<file path="src/rtl/dptr_multiciclo.sv">
// ---------------------------------------------------------------------------
// dptr_multiciclo: multi-cycle datapath, shared ALU, FETCH/DECODE/EXEC/MEM/WB
// Revision: 1.0
// ---------------------------------------------------------------------------
`default_nettype none

module dptr_multiciclo #(
  parameter int                DATA_W   = 32,
  parameter int                NREGS    = 32,
  parameter logic [DATA_W-1:0] RESET_PC = '0,
  parameter int                CNT_W    = 16
) (
  input  logic              clk,
  input  logic              rst_n,
  output logic              instr_req,
  output logic [DATA_W-1:0] instr_addr,
  input  logic [31:0]       instr_rdata,
  input  logic              instr_valid,
  output logic              data_req,
  output logic              data_we,
  output logic [DATA_W-1:0] data_addr,
  output logic [DATA_W-1:0] data_wdata,
  input  logic [DATA_W-1:0] data_rdata,
  input  logic              data_valid,
  output logic              zf,
  output logic              halted,
  output logic              illegal,
  output logic [CNT_W-1:0]  retired
);

  localparam int RA_W = $clog2(NREGS);

  localparam logic [5:0] OP_RTYPE = 6'b000000;
  localparam logic [5:0] OP_ADDI  = 6'b001000;
  localparam logic [5:0] OP_LW    = 6'b100011;
  localparam logic [5:0] OP_SW    = 6'b101011;
  localparam logic [5:0] OP_BEQ   = 6'b000100;
  localparam logic [5:0] OP_HALT  = 6'b111111;

  localparam logic [5:0] FN_NOP = 6'b000000;
  localparam logic [5:0] FN_ADD = 6'b100000;
  localparam logic [5:0] FN_SUB = 6'b100010;
  localparam logic [5:0] FN_AND = 6'b100100;
  localparam logic [5:0] FN_OR  = 6'b100101;
  localparam logic [5:0] FN_SLT = 6'b101010;

  typedef enum logic [2:0] {
    S_IDLE, S_FETCH, S_DECODE, S_EXEC, S_MEM, S_WB, S_HALT
  } state_t;

  state_t state, state_nxt;
  logic   retire;

  logic [DATA_W-1:0] pc, a, b, imm, alu_out, mdr;
  logic [31:0]       ir;
  logic [DATA_W-1:0] rf [NREGS];

  logic [5:0] op, funct;
  logic [4:0] rs, rt, rd;
  assign op    = ir[31:26];
  assign rs    = ir[25:21];
  assign rt    = ir[20:16];
  assign rd    = ir[15:11];
  assign funct = ir[5:0];

  logic is_rtype, is_addi, is_lw, is_sw, is_beq, is_halt, r_legal, legal;
  assign is_rtype = (op == OP_RTYPE);
  assign is_addi  = (op == OP_ADDI);
  assign is_lw    = (op == OP_LW);
  assign is_sw    = (op == OP_SW);
  assign is_beq   = (op == OP_BEQ);
  assign is_halt  = (op == OP_HALT);
  assign r_legal  = (funct == FN_ADD) || (funct == FN_SUB) || (funct == FN_AND) ||
                    (funct == FN_OR)  || (funct == FN_SLT) ||
                    ((funct == FN_NOP) && (rd == 5'd0));
  assign legal    = (is_rtype && r_legal) || is_addi || is_lw || is_sw || is_beq;

  logic unused_ir_bits;
  assign unused_ir_bits = ^{ir[10:6], rs, rt, rd};

  logic [DATA_W-1:0] rs_val, rt_val, imm_ext, op2, alu_res, pc_plus4, branch_tgt, wb_val;
  logic [RA_W-1:0]   wb_idx;

  assign rs_val   = (rs[RA_W-1:0] == '0) ? '0 : rf[rs[RA_W-1:0]];
  assign rt_val   = (rt[RA_W-1:0] == '0) ? '0 : rf[rt[RA_W-1:0]];
  assign imm_ext  = {{(DATA_W-16){ir[15]}}, ir[15:0]};
  assign pc_plus4 = pc + DATA_W'(4);
  assign branch_tgt = pc_plus4 + (imm << 2);
  assign op2      = (is_rtype || is_beq) ? b : imm;
  assign wb_idx   = is_rtype ? rd[RA_W-1:0] : rt[RA_W-1:0];
  assign wb_val   = is_lw ? mdr : alu_out;

  // Address arithmetic shares the adder; beq compares by subtraction.
  always_comb begin
    alu_res = a + op2;
    if (is_beq) begin
      alu_res = a - op2;
    end else if (is_rtype) begin
      case (funct)
        FN_SUB:  alu_res = a - op2;
        FN_AND:  alu_res = a & op2;
        FN_OR:   alu_res = a | op2;
        FN_SLT:  alu_res = {{(DATA_W-1){1'b0}}, ($signed(a) < $signed(op2))};
        default: alu_res = a + op2;
      endcase
    end
  end

  always_ff @(posedge clk or negedge rst_n) begin
    if (!rst_n) state <= S_IDLE;
    else        state <= state_nxt;
  end

  always_comb begin
    state_nxt = state;
    retire    = 1'b0;
    case (state)
      S_IDLE:  state_nxt = S_FETCH;
      S_FETCH: if (instr_valid) state_nxt = S_DECODE;
      S_DECODE: begin
        if (is_halt) begin
          state_nxt = S_HALT;
        end else if (!legal) begin
          state_nxt = S_FETCH;
          retire    = 1'b1;
        end else begin
          state_nxt = S_EXEC;
        end
      end
      S_EXEC: begin
        if (is_beq) begin
          state_nxt = S_FETCH;
          retire    = 1'b1;
        end else if (is_lw || is_sw) begin
          state_nxt = S_MEM;
        end else begin
          state_nxt = S_WB;
        end
      end
      S_MEM: begin
        if (data_valid) begin
          if (is_lw) begin
            state_nxt = S_WB;
          end else begin
            state_nxt = S_FETCH;
            retire    = 1'b1;
          end
        end
      end
      S_WB: begin
        state_nxt = S_FETCH;
        retire    = 1'b1;
      end
      S_HALT:  state_nxt = S_HALT;
      default: state_nxt = S_IDLE;
    endcase
  end

  always_ff @(posedge clk or negedge rst_n) begin
    if (!rst_n) begin
      pc      <= RESET_PC;
      ir      <= '0;
      a       <= '0;
      b       <= '0;
      imm     <= '0;
      alu_out <= '0;
      mdr     <= '0;
      zf      <= 1'b0;
      retired <= '0;
      for (int i = 0; i < NREGS; i++) rf[i] <= '0;
    end else begin
      if (retire) retired <= retired + 1'b1;
      case (state)
        S_FETCH: if (instr_valid) ir <= instr_rdata;
        S_DECODE: begin
          a   <= rs_val;
          b   <= rt_val;
          imm <= imm_ext;
          if (!legal && !is_halt) pc <= pc_plus4;
        end
        S_EXEC: begin
          alu_out <= alu_res;
          zf      <= (alu_res == '0);
          if (is_beq) pc <= (alu_res == '0) ? branch_tgt : pc_plus4;
        end
        S_MEM: begin
          if (data_valid) begin
            if (is_lw) mdr <= data_rdata;
            else       pc  <= pc_plus4;
          end
        end
        S_WB: begin
          if (wb_idx != '0) rf[wb_idx] <= wb_val;
          pc <= pc_plus4;
        end
        default: ;
      endcase
    end
  end

  // Requests decode straight from state so an async reset drops them at once.
  assign instr_req  = (state == S_FETCH);
  assign instr_addr = pc;
  assign data_req   = (state == S_MEM);
  assign data_we    = (state == S_MEM) && is_sw;
  assign data_addr  = alu_out;
  assign data_wdata = b;
  assign halted     = (state == S_HALT);
  assign illegal    = (state == S_DECODE) && !legal && !is_halt;

endmodule

`default_nettype wire

</file>
<file path="config.mk">
export PLATFORM = sky130hd
export DESIGN_NAME = dptr_multiciclo
export DESIGN_NICKNAME = d
export VERILOG_FILES = /design/src/rtl/dptr_multiciclo.sv
export SDC_FILE = /design/constraint.sdc
export NUM_CORES = 2
export LEC_CHECK = 0
export BUFFER_PORTS_ARGS = -buffer_cell sky130_fd_sc_hd__buf_2
export CAP_MARGIN = 20
export CORE_ASPECT_RATIO = 0.6
export CORE_UTILIZATION = 60
export CTS_CLUSTER_SIZE = 8
export DETAILED_ROUTE_END_ITERATION = 8
export PLACE_DENSITY = 0.77
export SLEW_MARGIN = 25
export SYNTH_ARGS = -nofsm -noshare
export SYNTH_HDL_FRONTEND = slang
export SYNTH_SLANG_ARGS = --single-unit
</file>
<file path="constraint.sdc">
create_clock -name clk -period 12.3 [get_ports clk]
set_clock_uncertainty 0.05 [all_clocks]
set_input_delay 1.23 -clock clk [delete_from_list [all_inputs] [get_ports clk]]
set_output_delay 1.23 -clock clk [all_outputs]
set_load 0.005 [all_outputs]
</file>
==> flow_summary_export.csv <==
group,metric,value,unit
setup_path,worstSetupPathType,"flip-flop to flip-flop",
yosys,mappedNetlistArea,69600,um^2
floorplanning,die_x,442,um
finish,layout.nets,6967,
yosys,synth_flop_cell,"dfrtp_1",
setup_path,r2r_setup_slack,4.37,ns
detailed_routing,drc_errors,0,
timing,fin_tns_setup,0,ns
timing,fmax,126,MHz
detailed_routing,vias_per_cell,7.17,
setup_path,slowest_delay,0.92,ns
finish,fin_area,76200,um^2
timing,tightest_slew,1.17,ns
floorplanning,io_pins,186,
clocking,cts_hold_buf,0,
yosys,avgSynthCellArea,10.1,um^2
yosys,yosys_warnings,0,
floorplanning,core,115000,um^2
timing,max_slew_margin,0.221,
setup_path,crit_path_max_fanout,35,
floorplanning,rows,96,
detailed_routing,routed-via-count,59600,
timing,fin_crit_sh,0.645,
yosys,synthDistinctLibCells,97,
power,p_seq_frac,0.480,
global_routing,grt_pass1_vias,57300,
placement,io_buffer_count,183,
detailed_routing,ant_nets,0,
setup_path,end_kind,"flip-flop",
clocking,cts_sinks,1250,
power,pwr-share-comb,0.012,
detailed_routing,wl,247,mm
placement,place_congestion,1.01,
outcome,status,"finished clean",
setup_path,crit_chain,"nor2_1 -> nand2_1 -> and2_1 -> a21o_1 -> inv_1 -> ha_1 -> inv_1 -> a21oi_1 -> o31ai_1 -> a221o_1 -> a31oi_1 -> nor2_1 -> o21ai_0 -> nor4bb_1 -> nand4_1 -> or4_4 -> nor4_4 -> buf_4 -> mux2_1 -> o22a_1",
detailed_routing,first_iter_violations,9005,
setup_path,path_delay_family,"simple AND/OR/NAND/NOR gates",
hold_path,hold_path.class,"input port to asynchronous set/reset pin",
placement,dpl_cell_area,71400,um^2
floorplanning,dieArea,117000,um^2
placement,dpl.hpwl,150,mm
timing,grt_setup_unrepaired,"no",
power,clkPwrFrac,0.509,
power,p_sw,1.86,mW
yosys,synth_edf_count,0,
power,swShare,0.217,
clocking,cts_tree,"done",
clocking,clkSlewWorstSetupHoldPaths,0.05,ns
clocking,cts_inserted_buffers,174,
yosys,synth_async_sr_flop_share,1.00,
timing,setup_viol,0,
setup_path,cpMaxStageDelayCell,"and2_1",
power,power,8.59,mW
global_routing,grt_first_pass_wirelength,368,mm
detailed_routing,firstDrtPassIters,8,
clocking,clock_latency,0.80,ns
power,p_per_area,113,nW/um^2
clocking,post_cts_buffers,0,
clocking,postCtsResizedCells,0,
yosys,synth-seq-cells,1250,
floorplanning,die_y,266,um
yosys,postSynthCellCount,6923,
power,internal-power,6.72,mW
setup_path,crit_path_start_kind,"flip-flop",
finish,area_growth,9.52,%
global_routing,grt_overflow,0,
timing,finalHoldViolations,0,
clocking,root_buffer,"clkbuf_16",
setup_path,path_buf_inv,3,
setup_path,cp.arrival,8.55,ns
power,cellLeakagePower,31.8,nW
clocking,htree_levels,4,
timing,fin_crit,7.93,ns
yosys,yosysSeqAreaShare,0.449,
floorplanning,initial_core_util,0.607,
finish,layout-drive-gt1-share,0.173,
finish,fin_util,0.665,
run,maxCapViolCount,0,
global_routing,antenna_found_initial,8,
power,ir_worst_vdd,0.104,mV
detailed_routing,route.detailed.wl_per_inst,29.7,um
global_routing,track_usage,0.420,
global_routing,grt_max_degree,187,
setup_path,timing.critical_path.required,12.92,ns
clocking,clk_path_buf_depth,3,
timing,timing.final.max_slew_violations,0,
## state kept, by name (all words and copies together), names as in the netlist, 30 cells and up
signal	cells
a	32
ir	32
mdr	32
rf	1024
data_wdata	32
data_addr	32
instr_addr	30
## placed cells by master (no fill, tap or decap), types with 21 or more instances in the layout
cell | Yosys | routed
dfrtp_1 | 1250 | 1239
a21oi_1 | 788 | 786
nand2_1 | 795 | 778
o21ai_0 | 706 | 705
nor2_1 | 667 | 662
mux4_2 | 401 | 401
mux2i_1 | 338 | 306
buf_2 | 14 | 182
clkbuf_16 | 0 | 181
inv_1 | 150 | 150
mux2_2 | 150 | 150
o22ai_1 | 131 | 131
ha_1 | 127 | 127
buf_4 | 3 | 108
o221ai_1 | 76 | 76
nor3_1 | 75 | 74
xnor2_1 | 66 | 66
nand3_1 | 55 | 55
a21o_1 | 45 | 45
mux2i_2 | 0 | 31
and3_1 | 40 | 30
a221oi_1 | 27 | 27
a31oi_1 | 22 | 22
nand2b_1 | 22 | 21
o31ai_1 | 21 | 21
## power groups by stage
stage,clock network [mW],logic [mW],registers (mW)
global placement,0,0.0992,4.19
floorplan,0,0.000940,4.19
detailed placement,0,0.102,4.19
global route,4.55,0.116,4.12
finish,4.37,0.0990,4.12
CTS,4.37,0.101,4.12
## cells in the mapped netlist (all sizes together) (20+ instances only)
cell    instances  area share
dfrtp        1250        0.45
nand2         795       0.043
a21oi         788       0.057
o21ai         716       0.051
nor2          667       0.036
clkbuf        524       0.028
mux4          401        0.13
mux2i         338       0.049
mux2          151       0.024
inv           150      0.0081
o22ai         131       0.012
ha            127       0.023
buf           115      0.0068
nor3           77      0.0058
o221ai         76      0.0096
xnor2          66      0.0083
nand3          55      0.0040
a21o           45      0.0049
and3           40      0.0036
a221oi         27      0.0034
a31oi          23      0.0022
nand2b         22      0.0020
o31ai          22      0.0024
nand4          20      0.0018
o211ai         20      0.0022
## layout make-up
cell class / count / area, um^2
clock inverters: 5 / 91.3
repair buffers: 308 / 2080
inverters: 150 / 563
diodes: 4 / 10.0
multi-input cells: 4885 / 35700
clock buffers: 191 / 4570
flip-flops and latches: 1250 / 31300
well taps: 1519 / 1900
fillers: 8622 / 38500
## final timing paths
check	startpoint	endpoint	cells past startpoint
min in group clk	rf[1003]	rf[1003]	0
min reg2reg	rf[1003]	rf[1003]	0
min	rst_n	rf[837]	1
max in group asynchronous	rst_n	rf[26]	4
max reg2reg	ir[29]	instr_addr[10]	20
max	ir[29]	instr_addr[10]	20
## routing by layer
layer  up-vias  global-route usage  wire length, um
met1     29600               0.596            96300
met3       825               0.162            38200
met2      4541               0.566           101000
li1      24600                   -                -
met5         -                   0               66
met4        10               0.195            11900
## kinds of logic (layout without fill, tap and decap cells)
kind of cell / count (synthesis) / count (layout) / synth area share
buffers and inverters: 789 / 654 / 0.0432
muxes: 890 / 890 / 0.203
other: 1 / 6 / 0.0000539
DFF: 1250 / 1250 / 0.449
and+or+nand+nor: 1792 / 1792 / 0.108
AOI/OAI and AO/OA: 1990 / 1990 / 0.163
xor gates and xnor gates: 81 / 81 / 0.0102
adders and majority gates: 130 / 130 / 0.0237
## worst reg2reg max path: stages (launching register included)
cell and delay [ns]:
dfrtp_1 0.54, nor2_1 0.17, nand2_1 0.58, and2_1 0.92
a21o_1 0.19, inv_1 0.06, ha_1 0.46, inv_1 0.18
a21oi_1 0.50, o31ai_1 0.26, a221o_1 0.34, a31oi_1 0.26
nor2_1 0.08, o21ai_0 0.21, nor4bb_1 0.79, nand4_1 0.31
or4_4 0.62, nor4_4 0.14, buf_4 0.51, mux2_1 0.42
o22a_1 0.20
## through the flow
step	setup WS, ns	hold WS (ns)	instances
finish	4.37	0.310	8312
global route	4.24	0.344	8309
CTS	4.82	0.350	8304
detailed placement	4.84	0.338	8108
global placement	5.00	0.332	8107
floorplan	6.54	0.385	6924
(Power assumes the default switching activity.)
